File: src/rtl/ace_txn_req_capture.sv
// Request capture for the slave-side transaction allocator: 2-entry AR/AW FIFO, one allocation
// in flight, descriptor write on grant. Optional allocation timeout: ACE_TXN_REQ_TIMEOUT_EN.
module ace_txn_req_capture #(
  parameter int ADDR_WIDTH     = 64,
  parameter int DATA_WIDTH     = 128,
  parameter int RAM_SIZE       = 16384,
  parameter int MAX_DESC       = 16,
  parameter int ID_WIDTH       = 16,
  parameter int TIMEOUT_CYCLES = 1024,
  localparam int OFFSET_W      = $clog2((RAM_SIZE * 8) / DATA_WIDTH),
  localparam int IDX_W         = $clog2(MAX_DESC)
) (
  input  logic                  clk,
  input  logic                  resetn,
  input  logic                  s_axvalid,
  output logic                  s_axready,
  input  logic [ADDR_WIDTH-1:0] s_axaddr,
  input  logic [7:0]            s_axlen,
  input  logic [ID_WIDTH-1:0]   s_axid,
  input  logic [2:0]            s_axsize,
  input  logic [1:0]            s_axburst,
  input  logic [3:0]            s_axsnoop,
  input  logic [MAX_DESC-1:0]   desc_avail,
  output logic                  txn_valid,
  output logic [7:0]            txn_size,
  input  logic                  alc_valid,
  input  logic [IDX_W-1:0]      alc_idx,
  input  logic [OFFSET_W-1:0]   alc_offset,
  output logic                  desc_wr_en,
  output logic [IDX_W-1:0]      desc_wr_idx,
  output logic [ADDR_WIDTH-1:0] desc_wr_addr,
  output logic [7:0]            desc_wr_len,
  output logic [ID_WIDTH-1:0]   desc_wr_id,
  output logic [8:0]            desc_wr_attr,
  output logic [OFFSET_W-1:0]   desc_wr_offset,
  output logic                  alc_timeout
);

  if (TIMEOUT_CYCLES < 1) begin : g_bad_timeout
    $error("TIMEOUT_CYCLES must be at least 1");
  end

  typedef struct packed {
    logic [ADDR_WIDTH-1:0] addr;
    logic [7:0]            len;
    logic [ID_WIDTH-1:0]   id;
    logic [8:0]            attr;
  } req_t;

  typedef enum logic [1:0] {IDLE, ISSUE, WAIT, WRITE} state_t;

  req_t                  fifo_q [2];
  req_t                  fifo_d [2];
  logic                  wr_ptr_q, wr_ptr_d;
  logic                  rd_ptr_q, rd_ptr_d;
  logic [1:0]            cnt_q, cnt_d;
  logic                  rdy_en_q;
  state_t                state_q, state_d;
  logic                  txn_valid_q, txn_valid_d;
  logic [7:0]            txn_size_q, txn_size_d;
  logic                  desc_wr_en_q, desc_wr_en_d;
  logic [IDX_W-1:0]      desc_wr_idx_q, desc_wr_idx_d;
  logic [ADDR_WIDTH-1:0] desc_wr_addr_q, desc_wr_addr_d;
  logic [7:0]            desc_wr_len_q, desc_wr_len_d;
  logic [ID_WIDTH-1:0]   desc_wr_id_q, desc_wr_id_d;
  logic [8:0]            desc_wr_attr_q, desc_wr_attr_d;
  logic [OFFSET_W-1:0]   desc_wr_offset_q, desc_wr_offset_d;
  logic                  push, pop;
  req_t                  head, in_req;

`ifdef ACE_TXN_REQ_TIMEOUT_EN
  localparam int TMR_W = $clog2(TIMEOUT_CYCLES + 1);
  logic [TMR_W-1:0] tmr_q, tmr_d;
  logic             timeout_q, timeout_d;
  logic             expired;
  // True on the TIMEOUT_CYCLES-th WAIT cycle.
  assign expired     = (tmr_q == TMR_W'(TIMEOUT_CYCLES - 1));
  assign alc_timeout = timeout_q;
`else
  assign alc_timeout = 1'b0;
`endif

  // Ready comes only from registered count, and stays low until the first cycle after reset.
  assign s_axready = rdy_en_q & (cnt_q != 2'd2);
  assign push      = s_axvalid & s_axready;
  assign pop       = (state_q == WRITE);
  assign head      = fifo_q[rd_ptr_q];
  assign in_req    = '{addr: s_axaddr, len: s_axlen, id: s_axid,
                       attr: {s_axsize, s_axburst, s_axsnoop}};

  always_comb begin
    fifo_d   = fifo_q;
    wr_ptr_d = wr_ptr_q;
    rd_ptr_d = rd_ptr_q;
    cnt_d    = cnt_q;
    if (push) begin
      fifo_d[wr_ptr_q] = in_req;
      wr_ptr_d         = ~wr_ptr_q;
    end
    if (pop) begin
      rd_ptr_d = ~rd_ptr_q;
    end
    case ({push, pop})
      2'b10:   cnt_d = cnt_q + 2'd1;
      2'b01:   cnt_d = cnt_q - 2'd1;
      default: cnt_d = cnt_q;
    endcase
  end

  always_comb begin
    state_d          = state_q;
    txn_valid_d      = 1'b0;
    txn_size_d       = txn_size_q;
    desc_wr_en_d     = 1'b0;
    desc_wr_idx_d    = desc_wr_idx_q;
    desc_wr_addr_d   = desc_wr_addr_q;
    desc_wr_len_d    = desc_wr_len_q;
    desc_wr_id_d     = desc_wr_id_q;
    desc_wr_attr_d   = desc_wr_attr_q;
    desc_wr_offset_d = desc_wr_offset_q;
`ifdef ACE_TXN_REQ_TIMEOUT_EN
    tmr_d            = tmr_q;
    timeout_d        = timeout_q;
`endif
    case (state_q)
      IDLE: begin
        if ((cnt_q != 2'd0) && (|desc_avail)) begin
          state_d     = ISSUE;
          txn_valid_d = 1'b1;
          txn_size_d  = head.len;
        end
      end
      ISSUE: begin
        state_d = WAIT;
`ifdef ACE_TXN_REQ_TIMEOUT_EN
        tmr_d   = '0;
`endif
      end
      WAIT: begin
        // Outputs are registered, so the write is loaded here and shows during WRITE.
        if (alc_valid) begin
          state_d          = WRITE;
          desc_wr_en_d     = 1'b1;
          desc_wr_idx_d    = alc_idx;
          desc_wr_offset_d = alc_offset;
          desc_wr_addr_d   = head.addr;
          desc_wr_len_d    = head.len;
          desc_wr_id_d     = head.id;
          desc_wr_attr_d   = head.attr;
        end
`ifdef ACE_TXN_REQ_TIMEOUT_EN
        else if (expired) begin
          state_d     = ISSUE;
          txn_valid_d = 1'b1;
          txn_size_d  = head.len;
          timeout_d   = 1'b1;
        end else begin
          tmr_d = tmr_q + 1'b1;
        end
`endif
      end
      WRITE:   state_d = IDLE;
      default: state_d = IDLE;
    endcase
  end

  always_ff @(posedge clk or negedge resetn) begin
    if (!resetn) begin
      fifo_q[0]        <= '0;
      fifo_q[1]        <= '0;
      wr_ptr_q         <= 1'b0;
      rd_ptr_q         <= 1'b0;
      cnt_q            <= 2'd0;
      rdy_en_q         <= 1'b0;
      state_q          <= IDLE;
      txn_valid_q      <= 1'b0;
      txn_size_q       <= '0;
      desc_wr_en_q     <= 1'b0;
      desc_wr_idx_q    <= '0;
      desc_wr_addr_q   <= '0;
      desc_wr_len_q    <= '0;
      desc_wr_id_q     <= '0;
      desc_wr_attr_q   <= '0;
      desc_wr_offset_q <= '0;
`ifdef ACE_TXN_REQ_TIMEOUT_EN
      tmr_q            <= '0;
      timeout_q        <= 1'b0;
`endif
    end else begin
      fifo_q           <= fifo_d;
      wr_ptr_q         <= wr_ptr_d;
      rd_ptr_q         <= rd_ptr_d;
      cnt_q            <= cnt_d;
      rdy_en_q         <= 1'b1;
      state_q          <= state_d;
      txn_valid_q      <= txn_valid_d;
      txn_size_q       <= txn_size_d;
      desc_wr_en_q     <= desc_wr_en_d;
      desc_wr_idx_q    <= desc_wr_idx_d;
      desc_wr_addr_q   <= desc_wr_addr_d;
      desc_wr_len_q    <= desc_wr_len_d;
      desc_wr_id_q     <= desc_wr_id_d;
      desc_wr_attr_q   <= desc_wr_attr_d;
      desc_wr_offset_q <= desc_wr_offset_d;
`ifdef ACE_TXN_REQ_TIMEOUT_EN
      tmr_q            <= tmr_d;
      timeout_q        <= timeout_d;
`endif
    end
  end

  assign txn_valid      = txn_valid_q;
  assign txn_size       = txn_size_q;
  assign desc_wr_en     = desc_wr_en_q;
  assign desc_wr_idx    = desc_wr_idx_q;
  assign desc_wr_addr   = desc_wr_addr_q;
  assign desc_wr_len    = desc_wr_len_q;
  assign desc_wr_id     = desc_wr_id_q;
  assign desc_wr_attr   = desc_wr_attr_q;
  assign desc_wr_offset = desc_wr_offset_q;

endmodule

File: config.mk
export PLATFORM = sky130hd
export DESIGN_NAME = ace_txn_req_capture
export DESIGN_NICKNAME = d
export VERILOG_FILES = /design/src/rtl/ace_txn_req_capture.sv
export SDC_FILE = /design/constraint.sdc
export NUM_CORES = 1
export LEC_CHECK = 0
export ABC_CLOCK_PERIOD_IN_PS = 2750
export CAP_MARGIN = 20
export CORE_UTILIZATION = 43
export CTS_BUF_LIST = sky130_fd_sc_hd__clkbuf_2
export DETAILED_ROUTE_END_ITERATION = 16
export PLACE_DENSITY_LB_ADDON = 0.1
export SLEW_MARGIN = 25
export SYNTH_ARGS = -nofsm -noshare
export SYNTH_HDL_FRONTEND = slang
export SYNTH_SLANG_ARGS = --single-unit
File: constraint.sdc
create_clock -name clk -period 2.75 [get_ports clk]
set_input_delay 0.275 -clock clk [delete_from_list [all_inputs] [get_ports clk]]
set_output_delay 0.275 -clock clk [all_outputs]
set_load 0.005 [all_outputs]
==> results.sh, run 1 <==
export IMPL_ys_types=26
export IMPL_clk_pin_slew_ns=0.10
export IMPL_arrival_ns=2.09
export IMPL_fin_crit_sh=0.860
export IMPL_cp_slowest_cell="clkdlybuf4s50_1"
export IMPL_synthMuxAreaShare=0.277
export IMPL_async_flop_share=1.00
export IMPL_synth_edff_count=0
export IMPL_grt_pass1_wl_mm=46.3
export IMPL_via_per_inst=4.86
export IMPL_dieArea_um2=30800
export IMPL_syn_inst=910
export IMPL_worst_pin_slew_ns=0.664
export IMPL_r2r_end="fifo_q[107]"
export IMPL_powerDensity_nw_per_um2=1100
export IMPL_ys_flop_type="dfrtp_1"
export IMPL_yosys_area_share_simple=0.0309
export IMPL_rrSetupSlack_ns=0.89
export IMPL_grt_overflow=0
export IMPL_critPathLaunchType="flip-flop"
export IMPL_synth_most_common_cell="dfrtp_1"
export IMPL_fillers=2532
export IMPL_max_freq_mhz=423
export IMPL_final_nets=1406
export IMPL_synth_top_family_by_area="multiplexers"
export IMPL_core_area_um2=29600
export IMPL_dp_hpwl_mm=17.7
export IMPL_worstPathRequired_ns=2.48
export IMPL_timing_critical_path_from="cnt_q[1]"
export IMPL_syn_nets=1045
export IMPL_drive_gt1_frac=0.302
export IMPL_ir_drop_v=0.000470
export IMPL_synth_top_cells_by_area="dfrtp_1 (62%), mux2_2 (19%), mux2i_1 (6.9%)"
export IMPL_tns_ns=0
export IMPL_fp_row_count=63
export IMPL_drv_cap=0
export IMPL_netlist_top_cells_count="dfrtp_1 (322), mux2_2 (214), nor2_1 (91)"
export IMPL_htree_levels=3
export IMPL_setup_viol=0
export IMPL_io_buffer_count=252
export IMPL_synth_fa_ha_area_frac=0.00387
export IMPL_clock_skew_ns=0.0534
export IMPL_worstSetupEndpointType="output pin"
export IMPL_ys_ff_latch=322
export IMPL_fin_util=0.583
export IMPL_grt_usage=0.189
export IMPL_routed_wl_mm=28.3
export IMPL_leakage_nw=7.78
export IMPL_rsz0062_at_grt="no"
export IMPL_gp_congestion=0.716
export IMPL_die_w_um=175
export IMPL_cp_slowest_stage_delay_ns=0.56
export IMPL_reg2reg_depth=5
export IMPL_io_pins=254
export IMPL_r2r_start="cnt_q[1]"
export IMPL_syn_area_per_cell_um2=14.2
export IMPL_dr_pass1_iters=4
export IMPL_cts_root_buf="clkbuf_2"
export IMPL_endpoint="s_axready"
export IMPL_postRouteAntennaNets=0
export IMPL_synth_largest_area_cell="dfrtp_1"
export IMPL_grt_max_degree=81
export IMPL_wl_per_cell_um=16.5
export IMPL_drc=0
export IMPL_die_h_um=175
export IMPL_antenna_found_initial=1
export IMPL_hold_class="in -> reg"
export IMPL_status="completed"
export IMPL_crit_type="reg -> out"
export IMPL_areaGrowthSynthToFinish_pct=33.6
export IMPL_synth_area_um2=12900
export IMPL_synthXorXnorAreaFrac=0.00271
export IMPL_cts_tree="built"
export IMPL_numCtsBuffers=86
export IMPL_drt_iter0_drc=299
export IMPL_ys_warn_count=0
export IMPL_post_cts_buffers=0
export IMPL_slew_limit_headroom=0.558
export IMPL_seq_area_frac_synth=0.623
export IMPL_cts_sinks=322
export IMPL_vias=8357
export IMPL_period_needed_ns=2.36
export IMPL_clock_latency_ns=0.82
export IMPL_cts_buffer_depth=3
export IMPL_slew_viol_final=0
export IMPL_synth_compound_area_frac=0.0380
export IMPL_crit_chain="inv_1, o21a_1, clkdlybuf4s50_1"
export IMPL_worstPathMaxFanout=3
export IMPL_start_util=0.437
export IMPL_hold_viol_final=0
export IMPL_grt_pass1_vias=8896
export IMPL_netlist_area_leader_share=0.623
==> critical path: cells and delay by family (launching register included) <==
family / cells / cell delay [ns]
AO/OA/AOI/OAI: 1 / 0.21
flip-flops: 1 / 0.40
buffers and inverters: 2 / 0.68
==> stage by stage <==
step | worst slack, ns | instance area [um2] | hold slack (ns) | power (mW) | cells
floorplan | 1.00 | 12900 | -0.0206 | 12.7 | 910
CTS | 0.234 | 17300 | 0.000987 | 19.4 | 1720
detailed placement | 0.677 | 16000 | 0.214 | 16.0 | 1520
global route | 0.210 | 17300 | 0.00185 | 20.6 | 1721
finish | 0.385 | 17300 | 0.119 | 19.1 | 1721
global placement | 0.693 | 16000 | 0.213 | 15.8 | 1520
==> flip-flops by register name, summed over array words and instances, names as in the netlist <==
register / cells
fifo_q: 194
desc_wr_addr: 64
desc_wr_id: 16
desc_wr_offset: 10
desc_wr_attr: 9
desc_wr_len: 8
txn_size: 8
desc_wr_idx: 4
cnt_q: 2
state_q: 2
desc_wr_en: 1
rd_ptr_q: 1
rdy_en_q: 1
txn_valid: 1
wr_ptr_q: 1
==> worst min-delay path by stage <==
stage / startpoint / endpoint / slack [ns] / depth (start not counted)
finish: s_axaddr[1] / fifo_q[34] / 0.12 / 2
global route: s_axaddr[42] / fifo_q[75] / 0.002 / 2
CTS: s_axaddr[42] / fifo_q[172] / 0.001 / 2
detailed placement: resetn / desc_wr_addr[8] / 0.21 / 1
global placement: resetn / desc_wr_addr[8] / 0.21 / 1
floorplan: resetn / cnt_q[0] / -0.02 / 0
==> final cells by class <==
cell class                      count  area, um2  area share
Sequential cell                   322       8060       0.466
Multi-Input combinational cell    527       4580       0.265
Timing Repair Buffer              328       3380       0.195
Clock buffer                      133        666      0.0385
Tap cell                          390        488      0.0282
Clock inverter                     14       90.1     0.00521
Inverter                            6       22.5     0.00130
Antenna cell                        1       2.50    0.000145
==> cells in the final DEF (no fill, tap or decap), types with 4 or more instances in the layout <==
cell type        synthesis  routed
mux2_2                 214     214
mux2i_1                 89      89
nor2_1                  91      91
clkdlybuf4s50_1          0     251
clkbuf_2                 0     133
dfrtp_1                322     321
clkinv_1                 0       9
ha_1                     4       4
nor4_1                   4       4
buf_4                    4      12
mux2_4                  19      19
inv_1                    6       6
dlygate4sd3_1            0      52
a21oi_1                 89      89
buf_12                   0      12
==> repair_timing <==
| item | CTS | global route |
|---|---|---|
| hold buffers | 53 | 0 |
| hold endpoints to repair | 401 | 0 |
| gates resized for setup | 0 | 0 |
==> power breakdown <==
group          switching (mW)  internal [mW]
registers                1.38           7.15
clock network            1.91           1.35
logic                    2.68           4.63
==> per-layer routing <==
metal | up-vias | GRT usage | share of wire
li1 | 3960 | - | -
met1 | 4167 | 0.252 | 0.46
met2 | 200 | 0.297 | 0.46
met3 | 30 | 0.0584 | 0.064
met4 | 0 | 0.0558 | 0.012
met5 | - | 0 | 0
==> kinds of logic after synthesis <==
family                   Yosys count
other                              2
buffers and inverters             61
AND/OR/NAND/NOR                  101
multiplexers                     322
flip-flops                       322
XOR/XNOR                           4
AO/OA/AOI/OAI                     94
adder cells (fa/ha/maj)            4
Note: power is estimated with default switching activity, not from simulation.
==> inputs of run 2 (changes only) <==
--- a/constraint.sdc
+++ b/constraint.sdc
@@ -3,2 +3,2 @@
 set_output_delay 0.275 -clock clk [all_outputs]
-set_load 0.005 [all_outputs]
+set_load 0.05 [all_outputs]
==> run 2 against run 1 <==
Core utilization about the same. Wire length about the same. Critical path type unchanged. Hold slack unchanged. Final cell count unchanged. First-iteration DRC count increased by 0.33%. Total power increased by 16%. Clock power about the same. Via count unchanged.
==> results.sh, run 2 (same netlist as run 1, synthesis figures left out) <==
export IMPL_leakage_nw=7.78
export IMPL_grt_pass1_wl_mm=46.3
export IMPL_final_cell_mix="dfrtp_1 (321), clkdlybuf4s50_1 (250), mux2_2 (214), clkbuf_2 (133), nor2_1 (91)"
export IMPL_rsz0062_at_grt="no"
export IMPL_antenna_found_initial=1
export IMPL_powerDensity_nw_per_um2=1290
export IMPL_dp_cells=1520
export IMPL_post_cts_buffers=0
export IMPL_tns_ns=0
export IMPL_worst_pin_slew_ns=0.664
export IMPL_max_freq_mhz=420
export IMPL_cts_tree="built"
export IMPL_drive_gt1_frac=0.302
export IMPL_power_frac_seq=0.384
export IMPL_reg2reg_depth=5
export IMPL_wl_per_cell_um=16.5
export IMPL_rrSetupSlack_ns=0.89
export IMPL_via_per_inst=4.86
export IMPL_areaGrowthSynthToFinish_pct=33.6
export IMPL_grt_usage=0.189
export IMPL_cts_root_buf="clkbuf_2"
export IMPL_io_pins=254
export IMPL_p_switching_mw=9.10
export IMPL_clk_pin_slew_ns=0.10
export IMPL_r2r_start="cnt_q[1]"
export IMPL_arrival_ns=2.11
export IMPL_crit_chain="inv_1, o21a_1, dlygate4sd2_1"
export IMPL_combPwrFrac=0.470
export IMPL_switching_share=0.409
export IMPL_instances_no_fill=1721
export IMPL_setup_viol=0
export IMPL_final_common_cell="dfrtp_1"
export IMPL_postRouteAntennaNets=0
export IMPL_place_ws_ns=0.677
export IMPL_slew_viol_final=0
export IMPL_ir_drop_v=0.000812
export IMPL_core_area_um2=29600
export IMPL_clock_latency_ns=0.82
export IMPL_cp_slowest_cell="dlygate4sd2_1"
export IMPL_largest_register_ffs=194
export IMPL_cts_sinks=322
export IMPL_gp_congestion=0.716
export IMPL_worstSetupEndpointType="output pin"
export IMPL_cp_slowest_stage_delay_ns=0.58
export IMPL_timing_critical_path_from="cnt_q[1]"
export IMPL_grt_overflow=0
export IMPL_vias=8357
export IMPL_dieArea_um2=30800
export IMPL_htree_levels=3
export IMPL_drc=0
export IMPL_grt_pass1_vias=8896
export IMPL_setup_slack_ns=0.367
export IMPL_fin_crit_sh=0.867
export IMPL_drv_cap=0
export IMPL_holdWs_ns=0.119
export IMPL_numCtsBuffers=86
export IMPL_clock_skew_ns=0.0534
export IMPL_grt_max_degree=81
export IMPL_start_util=0.437
export IMPL_hold_class="in -> reg"
export IMPL_final_nets=1406
export IMPL_period_needed_ns=2.38
export IMPL_slew_limit_headroom=0.558
export IMPL_dr_pass1_iters=4
export IMPL_fillers=2533
export IMPL_path_depth=3
export IMPL_crit_type="reg -> out"
export IMPL_endpoint="s_axready"
export IMPL_io_buffer_count=252
export IMPL_critPathLaunchType="flip-flop"
export IMPL_clkPwrFrac=0.147
export IMPL_cpLargestDelayFamily="buffers and inverters"
export IMPL_regMostFlops="fifo_q"
export IMPL_internal_power_mw=13.1
export IMPL_dp_hpwl_mm=17.7
export IMPL_routed_wl_mm=28.3
export IMPL_r2r_end="fifo_q[107]"
export IMPL_drt_iter0_drc=300
export IMPL_hold_viol_final=0
export IMPL_fp_row_count=63
export IMPL_die_h_um=175
export IMPL_status="completed"
export IMPL_worstPathRequired_ns=2.48
export IMPL_die_w_um=175
export IMPL_worstPathMaxFanout=3
export IMPL_cts_buffer_depth=3
export IMPL_path_buf_inv=2
run 2: changes by cell type in the layout (fill, tap and decap cells not counted), sizes merged:
cell,previous run,this run
dlygate4sd2,0,1
clkdlybuf4s50,251,250
run 2: repair_timing:
action	4_1_cts	5_1_grt
endpoints found under the setup margin	1	0
endpoints found under the hold margin	401	0
gates resized for setup	1	0
hold buffers	53	0
run 2: how the worst min path moves through the flow:
| stage | end | from | slack [ns] | cells after the start |
|---|---|---|---|---|
| final | fifo_q[34] | s_axaddr[1] | 0.12 | 2 |
| after global routing | fifo_q[75] | s_axaddr[42] | 0.002 | 2 |
| after CTS | fifo_q[172] | s_axaddr[42] | 0.001 | 2 |
| after detailed placement | desc_wr_addr[8] | resetn | 0.21 | 1 |
| after global placement | desc_wr_addr[8] | resetn | 0.21 | 1 |
| after floorplan | cnt_q[0] | resetn | -0.02 | 0 |
run 2: layout make-up:
type | instances | area, um2 | area share
Multi-Input combinational cell | 527 | 4580 | 0.265
Sequential cell | 322 | 8060 | 0.466
Inverter | 6 | 22.5 | 0.00130
Clock inverter | 14 | 90.1 | 0.00521
Tap cell | 390 | 488 | 0.0282
Timing Repair Buffer | 328 | 3380 | 0.195
Antenna cell | 1 | 2.50 | 0.000145
Clock buffer | 133 | 666 | 0.0385
run 2: stage by stage:
| step | utilization | instance area [um2] | total power, mW |
|---|---|---|---|
| after floorplan | - | 12900 | 15.7 |
| after global placement | 0.540 | 16000 | 18.9 |
| after detailed placement | 0.540 | 16000 | 19.1 |
| after CTS | 0.583 | 17300 | 22.6 |
| after global routing | 0.583 | 17300 | 23.7 |
| final | 0.583 | 17300 | 22.2 |
run 2: power groups by stage:
stage               logic, mW  registers (mW)  clock network, mW
floorplan                4.42            11.3                  0
global placement         10.4            8.57                  0
detailed placement       10.5            8.61                  0
CTS                      10.6            8.54               3.44
global route             11.1            8.86               3.72
finish                   10.4            8.53               3.26
run 2: per-layer routing:
metal / track usage / vias to the layer above / share of wire
met5: 0 / - / 0
met4: 0.0558 / 0 / 0.012
met3: 0.0584 / 30 / 0.064
met2: 0.297 / 200 / 0.46
met1: 0.252 / 4167 / 0.46
li1: - / 3960 / -
